`src/rtl/insn_boot_loader.sv`:
```
// Framed byte-stream loader: assembles little-endian words into instruction memory,
// verifies an XOR checksum, and releases the core from reset only after a clean load.
module insn_boot_loader #(
  parameter int ADDR_WIDTH = 10
) (
  input  logic                  clk,
  input  logic                  reset,
  input  logic                  rx_valid,
  input  logic [7:0]            rx_data,
  output logic                  rx_ready,
  output logic                  mem_we,
  output logic [ADDR_WIDTH-1:0] mem_addr,
  output logic [31:0]           mem_wdata,
  output logic                  core_reset_n,
  output logic                  done,
  output logic                  error,
  output logic [ADDR_WIDTH:0]   words_loaded
);

  typedef enum logic [2:0] {
    S_CNT_LO = 3'd0,
    S_CNT_HI = 3'd1,
    S_DATA   = 3'd2,
    S_CHECK  = 3'd3,
    S_DONE   = 3'd4,
    S_ERROR  = 3'd5
  } state_t;

  localparam logic [16:0] MAX_WORDS = 17'(1) << ADDR_WIDTH;

  state_t      state;
  state_t      state_next;
  logic [7:0]  cnt_lo;
  logic [15:0] count;
  logic [1:0]  lane;
  logic [23:0] word_buf;
  logic [7:0]  csum;
  logic        accept;
  logic [15:0] rx_count;
  logic        last_word;

  assign rx_ready  = !reset && (state == S_CNT_LO || state == S_CNT_HI ||
                                state == S_DATA   || state == S_CHECK);
  assign accept    = rx_valid && rx_ready;
  assign rx_count  = {rx_data, cnt_lo};
  // words_loaded doubles as the index of the word currently being assembled
  assign last_word = (17'(words_loaded) + 17'd1) == {1'b0, count};

  // State register
  always_ff @(posedge clk) begin
    if (reset) begin
      state <= S_CNT_LO;
    end else begin
      state <= state_next;
    end
  end

  // Next-state decode
  always_comb begin
    state_next = state;
    case (state)
      S_CNT_LO: begin
        if (accept) state_next = S_CNT_HI;
        else        state_next = state;
      end
      S_CNT_HI: begin
        if (!accept)                         state_next = state;
        else if ({1'b0, rx_count} > MAX_WORDS) state_next = S_ERROR;
        else if (rx_count == 16'd0)          state_next = S_CHECK;
        else                                 state_next = S_DATA;
      end
      S_DATA: begin
        if (accept && lane == 2'd3 && last_word) state_next = S_CHECK;
        else                                     state_next = state;
      end
      S_CHECK: begin
        if (!accept)              state_next = state;
        else if (rx_data == csum) state_next = S_DONE;
        else                      state_next = S_ERROR;
      end
      S_DONE:  state_next = S_DONE;
      S_ERROR: state_next = S_ERROR;
      default: state_next = S_CNT_LO;
    endcase
  end

  // Datapath: count capture, word assembly, checksum and registered status outputs
  always_ff @(posedge clk) begin
    if (reset) begin
      cnt_lo       <= 8'd0;
      count        <= 16'd0;
      lane         <= 2'd0;
      word_buf     <= 24'd0;
      csum         <= 8'd0;
      mem_we       <= 1'b0;
      mem_addr     <= '0;
      mem_wdata    <= 32'd0;
      words_loaded <= '0;
      done         <= 1'b0;
      error        <= 1'b0;
      core_reset_n <= 1'b0;
    end else begin
      mem_we       <= 1'b0;
      done         <= (state_next == S_DONE);
      error        <= (state_next == S_ERROR);
      core_reset_n <= (state_next == S_DONE);
      case (state)
        S_CNT_LO: begin
          csum <= 8'd0;
          lane <= 2'd0;
          if (accept) cnt_lo <= rx_data;
        end
        S_CNT_HI: begin
          if (accept) count <= rx_count;
        end
        S_DATA: begin
          if (accept) begin
            csum <= csum ^ rx_data;
            if (lane == 2'd3) begin
              mem_we       <= 1'b1;
              mem_addr     <= words_loaded[ADDR_WIDTH-1:0];
              mem_wdata    <= {rx_data, word_buf};
              words_loaded <= words_loaded + 1'b1;
              lane         <= 2'd0;
            end else begin
              // shift in from the top so b0 ends up in the low byte after three lanes
              word_buf <= {rx_data, word_buf[23:8]};
              lane     <= lane + 2'd1;
            end
          end
        end
        default: begin
        end
      endcase
    end
  end

endmodule

```
`config.mk`:
```
export PLATFORM = sky130hd
export DESIGN_NAME = insn_boot_loader
export DESIGN_NICKNAME = d
export VERILOG_FILES = /design/src/rtl/insn_boot_loader.sv
export SDC_FILE = /design/constraint.sdc
export NUM_CORES = 1
export LEC_CHECK = 0
export BUFFER_PORTS_ARGS = -buffer_cell sky130_fd_sc_hd__buf_2
export CAP_MARGIN = 0
export CORE_MARGIN = 5
export CORE_UTILIZATION = 53
export CTS_BUF_LIST = sky130_fd_sc_hd__clkbuf_4
export CTS_CLUSTER_DIAMETER = 40
export DETAILED_ROUTE_END_ITERATION = 8
export GPL_TIMING_DRIVEN = 0
export PLACE_DENSITY = 0.84
export SYNTH_ARGS = -nofsm -noshare
export SYNTH_HDL_FRONTEND = slang
export SYNTH_SLANG_ARGS = --single-unit
```
`constraint.sdc`:
```
create_clock -name clk -period 2.5 [get_ports clk]
set_input_delay 0.125 -clock clk [delete_from_list [all_inputs] [get_ports clk]]
set_output_delay 0.125 -clock clk [all_outputs]
set_load 0.01 [all_outputs]
```
==> metrics.csv <==
metric,value,unit
regArea,2340,um^2
syn_nets,620,
clock_latency,0.51,ns
final_cell_mix,"178 x nand2_1, 117 x dfxtp_1, 88 x a21oi_1",
synth_edf_count,0,
syn_inst,607,
critPathLaunchType,flop,
pin_count,69,
antenna_found_initial,0,
hold_slack,0.0781,ns
final_common_cell,nand2_1,
skew,0.0188,ns
crit_arrival,2.84,ns
routedWlPerCell,14.7,um
ant_nets,0,
cts_buffers,17,
peakVddDrop,0.397,mV
gp_congestion,0.891,
grt_max_degree,17,
crit_start,words_loaded[0],
stdcell_area,5620,um^2
r2r_cells,6,
endpoint_kind,flop,
reg2reg_from,words_loaded[0],
reg2reg_to,state[0],
tns,0,ns
grt.total_usage,0.216,
yosys.cell_types.count,49,
synth_seq_area_share,0.487,
yosys.area.top_type_share,0.487,
antenna_cells,0,
hold_viol_final,0,
cp_max_fo,8,
drt_first_pass_iters,5,
drc_errors,0,
final_nets,708,
pwr-share-clk,0.399,
max_slew.worst_pin.slew,0.783,ns
p_switching,0.838,mW
fillers,745,
yosys_warnings,0,
status,completed,
globalRoute.totalOverflow,0,
cellPowerDensity,607,nW/um^2
placedCellCount,776,
vias,4534,
place.port_buffers,61,
die_x,105,um
maxSlewViolCount,0,
critPathCapture,state[0],
ys.flop_type,dfxtp_1,
cts_tree,done,
place_area,5250,um^2
synthArstFlopShare,0,
p_leak,2.11,nW
yosys-top-cells-area,"dfxtp_1 49%, nand2_1 14%, a21oi_1 9.2%",
p_total,3.41,mW
synth_top_area_cell,dfxtp_1,
place_hpwl,8.62,mm
grt_first_pass_wirelength,20.0,mm
criticalPathCategory,flop to flop,
cap_violations,0,
fmax,416,MHz
vias_per_cell,5.56,
drt_iter0_markers,277,
cts.path.max_buffers,2,
die-area,11100,um^2
start_util,0.549,
combPwrFrac,0.048,
cts_sinks,117,
seqPwrFrac,0.553,
grt_pass1_vias,4299,
rrSetupSlack,0.1,ns
cp.required,2.93,ns
switching_share,0.246,
hold_path_class,input pin to flop,
period_needed,2.40,ns
setup_viol_count_final,0,
avgSynthCellArea,7.92,um^2
post-route-period-util,0.961,
slew_headroom,0.475,
grt_setup_unrepaired,false,
core_area,8760,um^2
totalWireLength,12.0,mm
syn_to_final_growth,16.9,%
die_y,105,um
ys_ff_latch,117,
syn-cell-area,4810,um^2
multi_input_comb_area,2240,um^2
rows,34,
fin_cells,816,
clockRootBuffer,clkbuf_4,
p_int,2.57,mW
path_clk_slew,0.10,ns
h-tree-depth,4,
drive_gt1_frac,0.155,
[state kept, by name (all words and copies together) (netlist names)]
signal / count
mem_we: 1
mem_addr: 10
words_loaded: 11
count: 16
cnt_lo: 8
word_buf: 24
state: 3
done: 1
error: 1
mem_wdata: 32
lane: 2
csum: 8
[metrics by stage]
step	utilization	setup slack, ns
3_3_place_gp	0.599	0.274
6_report	0.641	0.0986
4_1_cts	0.641	0.153
5_1_grt	0.641	0.0140
2_1_floorplan	-	0.451
3_5_place_dp	0.599	0.192
[synth_stat cells, types with 2 or more instances]
master,number
or3_1,3
clkbuf_1,36
xor2_1,13
mux2i_1,10
buf_4,3
nor2_1,36
nand3_1,11
and3_1,5
nor2b_1,7
xnor2_1,14
nand4_1,6
o22ai_1,2
nor3_1,7
nand3b_1,4
dfxtp_1,117
ha_1,2
a2111oi_0,2
a21oi_1,88
inv_1,6
and2_1,2
or4_1,3
nand2b_1,3
buf_2,5
nand2_1,178
o21ai_0,12
a22oi_1,6
o32ai_1,2
nor4_1,3
[kinds of logic (layout without fill, tap and decap cells)]
logic type,Yosys count,after routing,synth area share
simple gates,274,274,0.246
mux,10,10,0.0208
flops,117,117,0.487
buf+inv,54,155,0.0476
fa+ha+maj,2,2,0.00520
xor+xnor,27,27,0.0492
compound gates,123,123,0.144
[worst min-delay path by stage]
stage | start | end | cells after the start
6_report | rx_data[3] | mem_wdata[27] | 3
5_1_grt | rx_data[3] | mem_wdata[27] | 3
4_1_cts | rx_data[2] | count[10] | 3
3_5_place_dp | reset | state[2] | 2
3_3_place_gp | reset | state[2] | 2
2_1_floorplan | rx_data[5] | count[13] | 2
[routing by layer]
layer  up-vias  share of wire  track usage
met5         -              0            0
met4         0          0.018       0.0776
met1      2114           0.43        0.276
met3        26          0.069       0.0587
met2       190           0.48        0.352
li1       2204              -            -
[layout make-up]
type / count / share of cell area
Buffer: 47 / 0.0365
Clock buffer: 21 / 0.0280
Clock inverter: 11 / 0.0229
Inverter: 7 / 0.00467
Multi-Input combinational cell: 436 / 0.398
Sequential cell: 117 / 0.417
Tap cell: 108 / 0.0240
Timing Repair Buffer: 69 / 0.0686
[power by group through the flow]
stage / clock [mW] / combinational, mW / sequential, mW
2_1_floorplan: 0 / 0.105 / 1.93
3_3_place_gp: 0 / 0.145 / 1.93
3_5_place_dp: 0 / 0.151 / 1.93
4_1_cts: 1.38 / 0.161 / 1.89
5_1_grt: 1.48 / 0.180 / 1.89
6_report: 1.36 / 0.165 / 1.89
[critical path, stage by stage, from the launching register on]
cell	delay (ns)
dfxtp_1	0.51
ha_1	0.34
nand3_1	0.26
or4_1	0.59
a221oi_1	0.34
o32ai_1	0.15
o22ai_1	0.13
[what timing repair did]
item	CTS	global route
endpoints found under the hold margin	16	0
hold buffers	8	0
buffers inserted	0	0
setup endpoints to repair	0	12
gates resized for setup	0	5
(Power assumes the default switching activity.)
